## src/rtl/add_64_bit_seq.sv

```systemverilog
// rtl/add_64_bit_seq.sv - two-cycle 64-bit add/subtract built on one shared 32-bit CLA
// add_32_bit reports block propagate/generate so the caller can chain words.

module add_32_bit (
    input  logic [31:0] a,
    input  logic [31:0] b,
    input  logic        c_in,
    output logic [31:0] s,
    output logic        p_out,
    output logic        g_out
);
    logic [31:0] p, g, c;
    logic [7:0]  gp, gg, gc;

    always_comb begin
        p = a ^ b;
        g = a & b;
        for (int k = 0; k < 8; k++) begin
            gp[k] = &p[4*k +: 4];
            gg[k] = g[4*k+3]
                  | (p[4*k+3] & g[4*k+2])
                  | (p[4*k+3] & p[4*k+2] & g[4*k+1])
                  | (p[4*k+3] & p[4*k+2] & p[4*k+1] & g[4*k]);
        end
    end

    // Group carries look ahead across 4-bit groups; bits inside a group ripple.
    always_comb begin
        gc[0] = c_in;
        for (int k = 0; k < 7; k++) begin
            gc[k+1] = gg[k] | (gp[k] & gc[k]);
        end
        c = '0;
        for (int k = 0; k < 8; k++) begin
            c[4*k] = gc[k];
            for (int j = 0; j < 3; j++) begin
                c[4*k+j+1] = g[4*k+j] | (p[4*k+j] & c[4*k+j]);
            end
        end
        s = p ^ c;
    end

    always_comb begin
        g_out = 1'b0;
        for (int k = 0; k < 8; k++) begin
            g_out = gg[k] | (gp[k] & g_out);
        end
        p_out = &gp;
    end
endmodule

module add_64_bit_seq (
    input  logic        clk,
    input  logic        rst,
    input  logic        start,
    input  logic        sub,
    input  logic [63:0] a,
    input  logic [63:0] b,
    input  logic        c_in,
    output logic        busy,
    output logic        done,
    output logic [63:0] s,
    output logic        c_out,
    output logic        overflow
);
    typedef enum logic [1:0] {IDLE, LOW, HIGH, FIN} state_t;

    state_t      state, state_next;
    logic [63:0] a_reg, b_reg;
    logic        carry_reg;
    logic        accept;
    logic [31:0] add_a, add_b, add_s;
    logic        add_p, add_g, add_cout;

    always_comb begin
        add_a    = (state == HIGH) ? a_reg[63:32] : a_reg[31:0];
        add_b    = (state == HIGH) ? b_reg[63:32] : b_reg[31:0];
        add_cout = add_g | (add_p & carry_reg);
    end

    add_32_bit u_add (
        .a     (add_a),
        .b     (add_b),
        .c_in  (carry_reg),
        .s     (add_s),
        .p_out (add_p),
        .g_out (add_g)
    );

    always_ff @(posedge clk or posedge rst) begin
        if (rst) state <= IDLE;
        else     state <= state_next;
    end

    // FIN accepts a new start exactly like IDLE so operations can run back to back.
    always_comb begin
        state_next = state;
        busy       = 1'b0;
        done       = 1'b0;
        accept     = 1'b0;
        case (state)
            IDLE: begin
                if (start) begin
                    accept     = 1'b1;
                    state_next = LOW;
                end
            end
            LOW: begin
                busy       = 1'b1;
                state_next = HIGH;
            end
            HIGH: begin
                busy       = 1'b1;
                state_next = FIN;
            end
            FIN: begin
                done       = 1'b1;
                state_next = IDLE;
                if (start) begin
                    accept     = 1'b1;
                    state_next = LOW;
                end
            end
            default: state_next = IDLE;
        endcase
    end

    // carry_reg holds the initial carry until LOW, then the inter-word carry.
    always_ff @(posedge clk or posedge rst) begin
        if (rst) begin
            a_reg     <= '0;
            b_reg     <= '0;
            carry_reg <= 1'b0;
            s         <= '0;
            c_out     <= 1'b0;
            overflow  <= 1'b0;
        end else if (accept) begin
            a_reg     <= a;
            b_reg     <= sub ? ~b : b;
            carry_reg <= sub | c_in;
        end else if (state == LOW) begin
            s[31:0]   <= add_s;
            carry_reg <= add_cout;
        end else if (state == HIGH) begin
            s[63:32]  <= add_s;
            c_out     <= add_cout;
            overflow  <= (a_reg[63] == b_reg[63]) && (add_s[31] != a_reg[63]);
        end
    end
endmodule

```

## config.mk

```make
export PLATFORM = sky130hd
export DESIGN_NAME = add_64_bit_seq
export DESIGN_NICKNAME = d
export VERILOG_FILES = /design/src/rtl/add_64_bit_seq.sv
export SDC_FILE = /design/constraint.sdc
export NUM_CORES = 1
export LEC_CHECK = 0
export CAP_MARGIN = 20
export CORE_ASPECT_RATIO = 1.2
export CORE_UTILIZATION = 50
export CTS_CLUSTER_DIAMETER = 100
export DETAILED_ROUTE_END_ITERATION = 12
export GPL_TIMING_DRIVEN = 0
export PLACE_DENSITY = 0.82
export SYNTH_ARGS = -nofsm -noshare
export SYNTH_HDL_FRONTEND = slang
export SYNTH_SLANG_ARGS = --single-unit
export TNS_END_PERCENT = 1
```

## constraint.sdc

```tcl
create_clock -name clk -period 8.45 [get_ports clk]
set_input_delay 1.69 -clock clk [delete_from_list [all_inputs] [get_ports clk]]
set_output_delay 1.69 -clock clk [all_outputs]
set_load 0.005 [all_outputs]
```

Word level (Yosys, flattened, before mapping)
Index checks and enable logic that the tools add are counted.
{ "word_totals": {"ff_bits": 197, "wordCells": 191} }
{ "op_classes": {"mux": 12, "n_bitwise": 149, "eq_ne": 6, "n_reduce_logical": 16} }
{ "op_table": {"columns": ["op", "n"], "rows": [
  ["$and 1x1->1", 79],
  ["$mux 32", 2],
  ["$mux 64", 1],
  ["$not 64->64", 1],
  ["$or 1x1->1", 64],
  ["$xor 32x32->32", 2],
  ["$and 32x32->32", 1],
  ["$reduce_and 32->1", 1],
  ["$reduce_and 4->1", 8],
  ["$pmux 2 s4", 1],
  ["$mux 1", 7],
  ["$eq 2x2->1 const B", 2],
  ["$reduce_or 2->1", 2],
  ["$reduce_and 3->1", 1],
  ["$eq 2x1->1 const B", 1],
  ["$logic_not 2->1", 1],
  ["$mux 2", 1],
  ["$ne 2x2->1 const B", 1],
  ["$not 1->1", 2],
  ["$reduce_and 2->1", 1],
  ["$reduce_bool 2->1", 1],
  ["$eq 1x1->1", 1],
  ["$logic_and 1x1->1", 1],
  ["$ne 1x1->1", 1]
]} }

Depth between registers and ports, before layout
{ "logic_depth": {"ltp_word": 29, "depth_mapped": 19, "mapped_depth_nobuf": 17} }

By module
A second synthesis with hierarchy kept.
{ "hier_totals": {"hier_cells": 800, "area_unflattened_um2": 10259.8} }
{ "modules_own_cells": {"columns": ["mod", "n_inst", "seq_area_each_um2", "area_per_inst_um2", "cells_each"], "rows": [
  ["add_64_bit_seq", 1, 4929.7, 8864.8, 653],
  ["add_32_bit", 1, 0.0, 1395.1, 147]
]} }

Worst setup path after synthesis
No wires, ideal clock.
{ "synth_path": {"kind": "flip-flop to flip-flop", "startpoint": "register state[0]", "endpoint": "register s[27]", "path_stages_with_launch": 19, "arrival_time_ps": 4629, "n_path_buf": 2, "setup_slack_ps": 3696, "setup_ps": 125, "path_cell_list": "dfrtp_1 inv_1 ha_1 buf_6 clkbuf_1 mux2_2 ha_1 a21oi_1 and2_1 o21ai_2 a21oi_2 o21ba_2 o21ai_0 a21boi_0 fa_1 fa_1 fa_1 xnor2_1 mux2_2"} }
{ "synth_via": {"elab_chain_cells": 25, "elab_cells_between_ends": 85, "cone_classes": "3 x eq/ne; 3 x mux; 70 x bitwise; 9 x reduce/logical"} }
{ "synth_rtl": {"columns": ["element", "line_no", "rtl"], "rows": [
  ["start, declared", "68", "state_t state, state_next;"],
  ["start signal, assigned", "92", "else state <= state_next;"],
  ["$eq 2x2->1", "76, 77", null],
  ["$mux 32 (on tied branches)", "76, 77", null],
  ["$xor 32x32->32 / $and 32x32->32 (equally long branches)", "16, 17", null],
  ["$and 1x1->1 (on tied branches)", "21, 22, 23", null],
  ["$or 1x1->1, or another cell as far along", "21", "| (p[4*k+3] & g[4*k+2])"],
  ["$or 1x1->1 / $and 1x1->1 (equally long branches)", "22, 23", null],
  ["$or 1x1->1", "23", "| (p[4*k+3] & p[4*k+2] & p[4*k+1] & g[4*k]);"],
  ["$or 1x1->1", "31", "gc[k+1] = gg[k] | (gp[k] & gc[k]);"],
  ["[9 not listed]", null, null],
  ["$or 1x1->1", "31", null],
  ["$and 1x1->1", "37", "c[4*k+j+1] = g[4*k+j] | (p[4*k+j] & c[4*k+j]);"],
  ["$or 1x1->1", "37", null],
  ["$and 1x1->1", "37", null],
  ["$or 1x1->1", "37", null],
  ["$and 1x1->1", "37", null],
  ["$or 1x1->1", "37", null],
  ["$xor 32x32->32", "40", "s = p ^ c;"],
  ["end signal, assigned", "142", "s[31:0] <= add_s;"],
  ["end, declared", "62", "output logic [63:0] s,"]
]} }
Parallel ways exist; a longest one is shown, timed or not.
A chain may end at the register's enable or synchronous reset.

Worst setup path in the final report
{ "layout_path": {"startpoint": "register state[0]", "endpoint": "register overflow"} }
{ "layout_via": {"elab_chain_cells": 29, "elab_cells_between_ends": 99, "cone_classes": "4 x eq/ne; 3 x mux; 81 x bitwise; 11 x reduce/logical"} }
{ "layout_rtl": {"columns": ["element", "line_no", "rtl"], "rows": [
  ["$eq 2x2->1", "76, 77, 144", null],
  ["$mux 32 (on tied branches)", "76, 77", null],
  ["$xor 32x32->32 / $and 32x32->32 (equally long branches)", "16, 17", null],
  ["$and 1x1->1 (on tied branches)", "21, 22, 23", null],
  ["$or 1x1->1, or another cell as far along", "21", null],
  ["$or 1x1->1 / $and 1x1->1 (equally long branches)", "22, 23", null],
  ["$or 1x1->1", "23", null],
  ["$or 1x1->1", "31", null],
  ["[13 not listed]", null, null],
  ["$or 1x1->1", "37", null],
  ["$and 1x1->1", "37", null],
  ["$or 1x1->1", "37", null],
  ["$and 1x1->1", "37", null],
  ["$or 1x1->1", "37", null],
  ["$xor 32x32->32", "40", null],
  ["$ne 1x1->1", "147", "overflow <= (a_reg[63] == b_reg[63]) && (add_s[31] != a_reg[63]);"],
  ["$logic_and 1x1->1", "147", null],
  ["end signal, assigned", "147", null],
  ["end, declared", "64", "output logic overflow"]
]} }
Parallel ways exist; a longest one is shown, timed or not.

==> impl_metrics.yaml <==
status:
  outcome: "complete, no violations"
place:
  gp_congestion: 0.849
  placed_area_um2: 12400
  worst_setup_slack_after_placement_ps: 2440
  placement.io_buffers: 199
  dp.final_hpwl_um: 20000
clock_tree:
  max-clock-path-buffers: 2
  tritoncts.num_buffers: 17
  clk_transition_reported_paths_ps: 70
  postCtsSetupBuffers: 0
  cts_max_level: 4
  numClockSinks: 197
  cts_resizes: 0
  cts_hold_buffers: 0
  clock_tree_from_tritoncts: "done"
  worst_skew_pair.late_latency_ps: 450
  clockRootBuffer: "sky130_fd_sc_hd__clkbuf_16"
die:
  die_h_um: 157
  starting_utilization_of_the_core_area_pct: 51.2
  ios: 201
  dieArea_um2: 20600
  die-width_um: 131
  fp-row-count: 56
  placeable_area_um2: 19500
power:
  power_per_cell_area_nw_per_um2: 477
  vdd_drop_max_uv: 225
  power.leakage_nw: 5.54
grt:
  grt-ovfl-total: 0
  grt_start_max_net_pins: 107
  grt_first_pass_wirelength_um: 41100
  groute.usage.overall_pct: 26.7
  antenna_found_initial: 0
  grt_pass1_vias: 7729
sta:
  finalHoldViolations: 0
  final_period_minus_worst_setup_slack_ps: 5960
  setup_repair_after_global_routing_missed_its_margin: "false"
  max_clock_freq_ghz: 0.168
  setup_slack_ps: 2490
  maxSlewHeadroom_pct: 43.2
  number_of_pins_exceeding_their_max_slew_limit_in_the_final_report: 0
  skew_ps: 10.3
  finalSetupViolCount: 0
  post-route-period-util_pct: 70.5
  worst_pin_slew_ps: 852
detailed_routing:
  wl_per_cell_um: 19.6
  detailedRoute.firstIterationViolations: 425
  number_of_remaining_drc_errors: 0
  wl_um: 26600
  final_antenna_net_count: 0
  drt-pass1-iter-count: 5
  dr_total_vias: 7401
  viasPerCell: 5.45
final_layout:
  final_nets: 1278
  final_common_cell: "sky130_fd_sc_hd__clkdlybuf4s50_1"
  commonest_cells_after_routing_fill_and_taps_aside: "199 x sky130_fd_sc_hd__clkdlybuf4s50_1, 197 x sky130_fd_sc_hd__dfrtp_1, 135 x sky130_fd_sc_hd__mux2_2"
  sequential_cell_area_um2: 4930
  layout-drive-gt1-share_pct: 18.3
  fin_area_um2: 12900
  antenna_cells_inserted: 0
  n_fill_cell: 1448
  multi_input_logic_area_um2: 4670
  syn2layout_area_growth_pct: 29.5
yosys:
  netlist_area_um2: 10000
  synth_cells: 865
  net_count_after_synthesis: 1059
  synthDistinctLibCells: 37
  synth-warning-count: 0
  synthesis.area_per_instance_um2: 11.6
  synth_top_flop_cell: "sky130_fd_sc_hd__dfrtp_1"
  seq_total_area_yosys_pct: 49.3
  synth_edf_count: 0
  synthArstFlopShare_pct: 100
  postSynthRegisterBits: 197
worst_hold_path:
  worst_hold_path_type: "flop to flop"
setup_path:
  critPathLaunchType: "flop"
  critical_path.max_fanout: 10
  setup.worst_path.end_class: "flop"
  cp.arrival_ps: 6270
  setup.worst_path.class: "flop to flop"
  timing.critical_path.required_ps: 8760
job:
  drv.max_cap_violation_count: 0
power by group:
part	leakage, nW	total [mW]	internal (mW)	switching (mW)
clock network	0.283	0.818	0.422	0.396
logic	2.94	3.65	1.73	1.92
registers	2.32	1.71	1.45	0.264
worst paths after layout:
kind / start / end / slack [ps] / cells past startpoint
min in group asynchronous: rst / s[19]$_DFFE_PP0P_ / 1730 / 2
worst max register to register: state[0]$_DFFE_PP0P_ / overflow$_DFFE_PP0P_ / 2490 / 18
worst min register to register: b_reg[57]$_DFFE_PP0P_ / b_reg[57]$_DFFE_PP0P_ / 480 / 2
worst max-delay path: state[0]$_DFFE_PP0P_ / overflow$_DFFE_PP0P_ / 2490 / 18
max in group asynchronous: rst / s[15]$_DFFE_PP0P_ / 5800 / 3
worst min-delay path: b_reg[57]$_DFFE_PP0P_ / b_reg[57]$_DFFE_PP0P_ / 480 / 2
layout make-up:
cell class / instances / share of cell area, %
sequential: 197 / 38.1
multi-input combinational: 572 / 36.0
timing repair buffer: 200 / 15.6
clock buffer: 18 / 3.31
tap: 261 / 2.52
buffer: 47 / 1.71
inverter: 49 / 1.48
clock inverter: 14 / 1.27
cells by family after synthesis:
logic type	after synthesis	share of synthesized area (%)
muxes	153	17.1
buffers and inverters	96	4.05
and+or+nand+nor	142	5.82
adders and majority gates	61	9.43
DFF	197	49.3
xor gates and xnor gates	72	6.30
AOI/OAI and AO/OA	144	8.06
metal layers:
metal	routed length [um]	track usage (%)	vias to the layer above
li1	-	-	3354
met1	10600	32.4	3727
met2	13700	46.6	252
met3	1190	4.38	68
met4	1120	13.2	0
met5	0	0	-
cell usage after synthesis, types with 2 or more instances:
cell,instances,area share (%)
sky130_fd_sc_hd__nand2b_1,2,0.13
sky130_fd_sc_hd__nand4_1,7,0.44
sky130_fd_sc_hd__nand2_1,73,2.7
sky130_fd_sc_hd__mux2_2,135,15
sky130_fd_sc_hd__a21oi_2,3,0.26
sky130_fd_sc_hd__fa_1,24,4.8
sky130_fd_sc_hd__nor2_1,48,1.8
sky130_fd_sc_hd__nor4_1,2,0.13
sky130_fd_sc_hd__nand3_1,4,0.20
sky130_fd_sc_hd__dfrtp_1,197,49
sky130_fd_sc_hd__clkbuf_1,23,0.86
sky130_fd_sc_hd__o21ai_0,66,3.3
sky130_fd_sc_hd__a21boi_0,2,0.15
sky130_fd_sc_hd__xnor2_1,72,6.3
sky130_fd_sc_hd__a31oi_1,2,0.13
sky130_fd_sc_hd__a21o_1,5,0.38
sky130_fd_sc_hd__ha_1,37,4.6
sky130_fd_sc_hd__nor3_1,2,0.10
sky130_fd_sc_hd__a21oi_1,55,2.8
sky130_fd_sc_hd__inv_1,49,1.8
sky130_fd_sc_hd__buf_2,22,1.1
sky130_fd_sc_hd__o21ai_2,3,0.26
sky130_fd_sc_hd__o21a_1,2,0.15
sky130_fd_sc_hd__mux2i_1,17,1.7
worst max-delay path, cell delays in order, from the launching register on:
cell                       delay (ps)
sky130_fd_sc_hd__dfrtp_1          440
sky130_fd_sc_hd__inv_1            130
sky130_fd_sc_hd__ha_1             220
sky130_fd_sc_hd__buf_6            180
sky130_fd_sc_hd__clkbuf_1         630
sky130_fd_sc_hd__mux2_2           450
sky130_fd_sc_hd__ha_1             320
sky130_fd_sc_hd__nand4_1          220
sky130_fd_sc_hd__a31oi_1          280
sky130_fd_sc_hd__nor3_1           110
sky130_fd_sc_hd__o311ai_1         500
sky130_fd_sc_hd__a21boi_0         250
sky130_fd_sc_hd__fa_1             510
sky130_fd_sc_hd__fa_1             460
sky130_fd_sc_hd__fa_1             440
sky130_fd_sc_hd__xnor2_1          360
sky130_fd_sc_hd__nor2_1           100
sky130_fd_sc_hd__a21oi_1          160
sky130_fd_sc_hd__a21oi_1           90
metrics by stage:
step | setup TNS [ps] | util (%) | power (mW) | hold slack (ps) | cells
final | 0 | 66.2 | 6.18 | 478 | 1358
after global routing | 0 | 66.2 | 6.62 | 499 | 1358
after CTS | 0 | 66.2 | 6.18 | 482 | 1358
after detailed placement | 0 | 63.2 | 5.33 | 465 | 1326
after global placement | -187680 | 63.0 | 5.17 | 457 | 1325
after floorplan | 0 | - | 4.03 | 444 | 865
No activity file was read; power rests on OpenSTA's default activity.
